`src/rtl/cpu_clkgen_reset.sv`:
```
// Programmable 8088 CPU_CLK divider and CPU reset-hold generator in the AXI_CLK domain.
// Adds runtime reconfiguration, stop/single-step debug modes, a soft CPU reset and a rise counter.
module cpu_clkgen_reset #(
  parameter int unsigned DIV_W        = 5,
  parameter int unsigned DEFAULT_DIV  = 15,
  parameter int unsigned DEFAULT_HIGH = 5,
  parameter int unsigned HOLD_CYCLES  = 31,
  parameter int unsigned HOLD_W       = 5
) (
  input  logic             AXI_CLK,
  input  logic             CPU_RESET,
  input  logic [DIV_W-1:0] cfg_div,
  input  logic [DIV_W-1:0] cfg_high,
  input  logic             cfg_load,
  output logic             cfg_busy,
  input  logic [1:0]       run_mode,
  input  logic             step_req,
  input  logic             cpu_reset_req,
  output logic             CPU_CLK,
  output logic             CPU_CLK_RISE,
  output logic             CPU_RESET_HOLD,
  output logic             halted,
  output logic [31:0]      cycle_count
);

  typedef enum logic [1:0] {StRun, StHalting, StHalted, StStepping} state_e;

  state_e             state_q, state_d;
  logic [DIV_W-1:0]   cnt_q, cnt_d;
  logic [DIV_W-1:0]   div_q, high_q, pend_div_q, pend_high_q;
  logic [DIV_W-1:0]   div_c, high_c;
  logic               busy_q, clk_q, clk_d, rise_q, rise_d;
  logic [HOLD_W-1:0]  hold_cnt_q;
  logic [31:0]        cycle_count_q;
  logic               mode_run, mode_step, leave_halt, advance, at_end, wrap, apply;

  assign mode_run   = (run_mode == 2'b00) || (run_mode == 2'b11);
  assign mode_step  = (run_mode == 2'b10);
  assign leave_halt = (state_q == StHalted) && (mode_run || (mode_step && step_req));
  // Leaving HALTED counts as an advancing edge so CPU_CLK rises on the very next cycle.
  assign advance    = (state_q != StHalted) || leave_halt;
  assign at_end     = (cnt_q == div_q - DIV_W'(1));
  assign wrap       = advance && at_end;
  assign apply      = busy_q && (wrap || (state_q == StHalted));

  always_comb begin
    div_c  = (cfg_div < DIV_W'(2)) ? DIV_W'(2) : cfg_div;
    high_c = cfg_high;
    if (cfg_high == '0) begin
      high_c = DIV_W'(1);
    end else if (cfg_high >= div_c) begin
      high_c = div_c - DIV_W'(1);
    end
  end

  always_comb begin
    cnt_d = cnt_q;
    clk_d = 1'b0;
    if (advance) begin
      cnt_d = at_end ? '0 : cnt_q + DIV_W'(1);
      clk_d = (cnt_q < high_q);
    end
    rise_d = clk_d & ~clk_q;
  end

  always_comb begin
    state_d = state_q;
    unique case (state_q)
      StRun: begin
        if (!mode_run) state_d = wrap ? StHalted : StHalting;
      end
      StHalting: begin
        if (mode_run)  state_d = StRun;
        else if (wrap) state_d = StHalted;
      end
      StHalted: begin
        if (mode_run)                    state_d = StRun;
        else if (mode_step && step_req)  state_d = StStepping;
      end
      StStepping: begin
        if (wrap) state_d = mode_run ? StRun : StHalted;
      end
      default: state_d = StRun;
    endcase
  end

  always_ff @(posedge AXI_CLK) begin
    if (CPU_RESET) begin
      state_q       <= StRun;
      cnt_q         <= '0;
      clk_q         <= 1'b0;
      rise_q        <= 1'b0;
      div_q         <= DIV_W'(DEFAULT_DIV);
      high_q        <= DIV_W'(DEFAULT_HIGH);
      pend_div_q    <= DIV_W'(DEFAULT_DIV);
      pend_high_q   <= DIV_W'(DEFAULT_HIGH);
      busy_q        <= 1'b0;
      hold_cnt_q    <= '0;
      cycle_count_q <= '0;
    end else begin
      state_q       <= state_d;
      cnt_q         <= cnt_d;
      clk_q         <= clk_d;
      rise_q        <= rise_d;
      cycle_count_q <= cycle_count_q + 32'(rise_d);
      if (apply) begin
        div_q  <= pend_div_q;
        high_q <= pend_high_q;
        busy_q <= 1'b0;
      end
      // A load in the same cycle as an apply re-arms busy for the following wrap.
      if (cfg_load) begin
        pend_div_q  <= div_c;
        pend_high_q <= high_c;
        busy_q      <= 1'b1;
      end
      if (cpu_reset_req) begin
        hold_cnt_q <= '0;
      end else if (rise_q && (state_q != StHalted) && (hold_cnt_q < HOLD_W'(HOLD_CYCLES))) begin
        hold_cnt_q <= hold_cnt_q + HOLD_W'(1);
      end
    end
  end

  assign cfg_busy       = busy_q;
  assign CPU_CLK        = clk_q;
  assign CPU_CLK_RISE   = rise_q;
  assign CPU_RESET_HOLD = (hold_cnt_q != HOLD_W'(HOLD_CYCLES));
  assign halted         = (state_q == StHalted);
  assign cycle_count    = cycle_count_q;

endmodule

```
`config.mk`:
```
export PLATFORM = sky130hd
export DESIGN_NAME = cpu_clkgen_reset
export DESIGN_NICKNAME = d
export VERILOG_FILES = /design/src/rtl/cpu_clkgen_reset.sv
export SDC_FILE = /design/constraint.sdc
export NUM_CORES = 1
export LEC_CHECK = 0
export BUFFER_PORTS_ARGS = -buffer_cell sky130_fd_sc_hd__buf_2
export CORE_ASPECT_RATIO = 1.1
export CORE_MARGIN = 10
export CORE_UTILIZATION = 50
export DETAILED_ROUTE_END_ITERATION = 6
export PLACE_DENSITY = 0.71
export RECOVER_POWER = 50
export SLEW_MARGIN = 30
export SYNTH_ARGS = -nofsm -noshare
export SYNTH_HDL_FRONTEND = slang
export SYNTH_SLANG_ARGS = --single-unit
```
`constraint.sdc`:
```
create_clock -name AXI_CLK -period 7.7 [get_ports AXI_CLK]
set_input_delay 1.155 -clock AXI_CLK [delete_from_list [all_inputs] [get_ports AXI_CLK]]
set_output_delay 1.155 -clock AXI_CLK [all_outputs]
set_load 0.005 [all_outputs]
```
# After elaboration in Yosys (flattened, before gate mapping)
# Cells that the tools add are included.
# W data, S select, Z words.
[word_totals] regBits=67
[classes] add_sub_neg=5 n_lt_le_gt_ge=4 n_eq_ne=12 mux=16 bitwise=2 n_reduce_logical=16
[ops] operator="$add A32 B1 Y32" n=1
[ops] operator="$mux W5" n=4
[ops] operator="$mux W2" n=8
[ops] operator="$add A5 B1 Y5 const B" n=2
[ops] operator="$sub A5 B1 Y5 const B" n=2
[ops] operator="$eq A2 B2 Y1 const B" n=4
[ops] operator="$pmux W2 S4" n=1
[ops] operator="$logic_and A1 B1 Y1" n=6
[ops] operator="$ne A2 B2 Y1 const B" n=3
[ops] operator="$eq A5 B5 Y1" n=1
[ops] operator="$ge A5 B5 Y1" n=1
[ops] operator="$logic_not A5 Y1" n=1
[ops] operator="$lt A5 B2 Y1 const B" n=1
[ops] operator="$lt A5 B5 Y1" n=1
[ops] operator="$lt A5 B5 Y1 const B" n=1
[ops] operator="$ne A5 B5 Y1 const B" n=1
[ops] operator="$logic_not A2 Y1" n=2
[ops] operator="$logic_or A1 B1 Y1" n=4
[ops] operator="$reduce_and A4 Y1" n=1
[ops] operator="$mux W1" n=3
[ops] operator="$ne A3 B1 Y1 const B" n=1
[ops] operator="$ne A3 B3 Y1 const B" n=1
[ops] operator="$eq A2 B1 Y1 const B" n=1
[ops] operator="$reduce_bool A2 Y1" n=1
[ops] operator="other kinds (3)" n=3

# Longest topological paths before layout
[depth] depth_word=10 ltp_mapped=13 depth_no_buf=13

# Worst setup path before layout
# Ideal clock, no wire load.
[synth_timing] path_type="in2reg" startpoint="input port run_mode[0]" endpoint="register cycle_count_q[20] (netlist: cycle_count[20])" arrival_time_ns=3.776 required_ns=7.572 path_slack_ns=3.796 stages=12 cell_sequence="inv_1 > ha_1 > a21oi_1 > and2_1 > a2111oi_0 > ha_1 > ha_1 > nand4_1 > nor4_1 > nand4_1 > xor2_1 > nor2_1"
[synth_between] elab_chain_cells=8
[synth_rtl] item="start, declared" line="16" source="input logic [1:0] run_mode,"
[synth_rtl] item="$eq A2 B2 Y1, or another cell as far along" line="37" source="assign mode_run = (run_mode == 2'b00) || (run_mode == 2'b11);"
[synth_rtl] item="$logic_or A1 B1 Y1 or $logic_and A1 B1 Y1 (tied branches)" line="37, 39"
[synth_rtl] item="$logic_or A1 B1 Y1 (*)" line="39" source="assign leave_halt = (state_q == StHalted) && (mode_run || (mode_step && step_req));"
[synth_rtl] item="$logic_and A1 B1 Y1 (*)" line="39"
[synth_rtl] item="$logic_or A1 B1 Y1 (*)" line="41" source="assign advance = (state_q != StHalted) || leave_halt;"
[synth_rtl] item="$mux W1 (*)" line="59" source="if (advance) begin"
[synth_rtl] item="$and A1 B1 Y1 (*)" line="63" source="rise_d = clk_d & ~clk_q;"
[synth_rtl] item="via rise_d" line="32" source="logic busy_q, clk_q, clk_d, rise_q, rise_d;"
[synth_rtl] item="$add A32 B1 Y32 (*)" line="105" source="cycle_count_q <= cycle_count_q + 32'(rise_d);"
[synth_rtl] item="end signal, assigned" line="105"
[synth_rtl] item="end, declared" line="34" source="logic [31:0] cycle_count_q;"
# The timed path passes the listed nets; every way through them passes the cells marked *.
# A chain may end at the register's enable or synchronous reset.

==> metrics <==
status finished, violations left; failing checks capacitance limit, slew limit; Critical Path Slowest Stage Cell clkbuf_1; Mapped Cells 408; Max Cap Violations 1; CP endpoint kind flop; relative slew slack -126%; Clock Latency Late Sink 350 ps; Worst Path Buf+Inv 3; final core utilization 58.0%; power density over cell area 182 nW/um^2; final antenna-violating net count 0; total CTS buffers 9; unique cell type count in the Yosys netlist 45; CP startpoint kind primary input; initial antenna violation count 0; # clock sinks 67; syn nets 442; global route total overflow 0; Post-synth EDFFs 0; crit path cell chain buf_2 -> clkbuf_1 -> inv_1 -> and3_1 -> o22ai_1 -> o41ai_1; final setup fails 0; gpl congestion 0.807; number of top-level pins 54; fin worst setup slack 2230 ps; PnR Total Power 0.000734 W; Core ar. 6970 um^2; Final Net Count 488; clk_skew 9.86 ps; CP Max Fanout 82; post-CTS repair timing setup buffer count 0; Reg clk slew, reported paths 70 ps; layout cells sized above 1 10.0%; first-pass GRT wire length 14300 um; Final Hold Viols 0; worst-margin pin slew 3390 ps; drt first pass iters 4; Die Ht 109 um; Worst EP arrival 5570 ps; vias per inst 5.71; DR WL/cell 15.5 um; minimum clock period 5470 ps; Crit path largest cell delay 2370 ps; Yosys top cell by area dfxtp_1; FMAX 183 MHz; VDD IR max 107 uV; vias post-DR 3099; RSZ-0062 raised after global routing no; row count 32; sequential share of the synthesized area 37.5%; cts hold-fix bufs 0; ant diodes 0; worst hold margin 453 ps; fin crit share 71.0%; switching share of power 23.3%; pre-CTS WS 3000 ps; vias in the first global route 3049; CP required 7800 ps; Root Buffer clkbuf_8; hpwl dp 5970 um; sequential share of power 49.8%; family with the most delay on the worst path buffers and inverters; H-tree levels 3; largest net degree at the start of global routing 83; GRT Total Usage 15.7%; Comb pwr share 7.9%; Yosys reg bits 67; Starting Density 51.3%; Port-buffer cells 53; Synth warnings 0; clock power share 42.3%; asr flop ratio synth 0%; Clock Path Buffers 2; Synth-to-Final Area Change 13.1%; overall die width 101 um; Total Die Area 10900 um^2; routed wire length 8420 um; Avg Cell Area, Syn 8.76 um^2; count leader, synth dfxtp_1; synth cell count leaders 67 x dfxtp_1, 40 x nor2_1, 34 x nand2_1; synth top area cells dfxtp_1 38%, ha_1 6.0%, xor2_1 5.6%; P_leak 1.54 nW; Sw Pwr 0.000171 W; ys flop type dfxtp_1; Setup TNS 0 ps; post-CTS resize count 0; Int Power 0.000563 W; Synth Cell Area 3570 um^2; top-area cell type share of the netlist area 37.5%; Iter 0 DRT Violations 98; post-route DRC violation count 0; Slew Limit Fails 83; CTS tree done; hold crit path type reg -> reg; critical path type in -> reg
layer usage:
metal  wire length (um)  up-vias  GRT usage (%)  share of wire [%]
li1                   -     1572              -                  -
met4                 92        0           5.56                1.1
met5                  0        -              0                  0
met1               3740     1454           18.6                 44
met2               4130       67           25.9                 49
met3                461        6           5.44                5.5
logic make-up (layout without fill, tap and decap cells):
logic type	Yosys count	count (layout)	share of synthesized area [%]
buffers and inverters	40	90	4.41
AND/OR/NAND/NOR	159	159	24.1
multiplexers	9	9	2.52
adder cells (fa/ha/maj)	17	17	5.95
flip-flops	67	67	37.5
XOR/XNOR	44	44	10.8
AO/OA/AOI/OAI	72	72	14.7
placed cells by master (no fill, tap or decap), types with 3 or more instances in the layout:
master | Yosys | layout
xor2_1 | 23 | 23
nor4_2 | 6 | 6
ha_1 | 17 | 17
nand3_1 | 14 | 14
or4_1 | 3 | 3
nand2_1 | 34 | 34
clkbuf_1 | 16 | 35
and2_1 | 6 | 6
buf_2 | 0 | 20
or3_1 | 3 | 3
xnor2_1 | 21 | 21
mux2i_1 | 9 | 9
a31oi_1 | 6 | 6
o211ai_1 | 3 | 3
o41ai_1 | 8 | 8
dfxtp_1 | 67 | 67
nand2b_1 | 4 | 4
nor3_1 | 20 | 20
a21oi_1 | 9 | 9
nor4_1 | 3 | 3
nand4_1 | 11 | 11
clkbuf_8 | 0 | 13
nor2_1 | 40 | 40
a2111oi_0 | 8 | 8
a211oi_1 | 11 | 11
o21ai_0 | 8 | 8
inv_1 | 19 | 19
a21o_1 | 4 | 4
o2111ai_1 | 4 | 4
and3_1 | 6 | 6
o311ai_1 | 4 | 4
flip-flops by register name, indices dropped and copies added (netlist names), 2 cells and up:
register,cells
pend_high_q,5
div_q,5
cycle_count,32
pend_div_q,5
high_q,5
hold_cnt_q,5
cnt_q,5
state_q,2
power groups by stage:
stage / Sequential (W) / Combinational, W / Clock (W)
floorplan: 0.000370 / 0.0000427 / 0
global placement: 0.000373 / 0.0000578 / 0
detailed placement: 0.000373 / 0.0000596 / 0
CTS: 0.000365 / 0.0000597 / 0.000319
global route: 0.000366 / 0.0000668 / 0.000334
finish: 0.000365 / 0.0000581 / 0.000311
worst register-to-register path, cell delays in order (launching register included):
cell and delay (ps):
dfxtp_1 330, nand2b_1 630, inv_2 240, and2_1 260, a2111oi_0 620, ha_1 320, ha_1 240, nand4_1 340
nor4_1 740, nand4_1 200, xor2_1 180, nor2_1 50
through the flow:
step | area, um^2 | cells
after floorplan | 3570 | 408
after global placement | 3870 | 528
after detailed placement | 3870 | 528
after CTS | 4090 | 543
after global routing | 4040 | 543
final | 4040 | 543
path summary, 6_finish.rpt:
check | startpoint | end | slack (ps) | depth (start not counted)
setup / recovery | CPU_RESET | state_q[0]$_SDFFE_PP0P_ | 2230 | 6
setup reg to reg | state_q[0]$_SDFFE_PP0P_ | cycle_count[22]$_SDFF_PP0_ | 3320 | 11
hold / removal | pend_high_q[3]$_SDFFE_PP0P_ | pend_high_q[3]$_SDFFE_PP0P_ | 450 | 2
hold reg to reg | pend_high_q[3]$_SDFFE_PP0P_ | pend_high_q[3]$_SDFFE_PP0P_ | 450 | 2
area by class of cell:
type / count / area (um^2)
clock buffer: 14 / 183
clock inverter: 1 / 30.0
fill: 662 / 2930
inverter: 21 / 78.8
multi-input combinational: 301 / 2070
sequential: 67 / 1340
tap: 85 / 106
timing repair buffer: 54 / 228
Power figures use the tool's default switching activity.
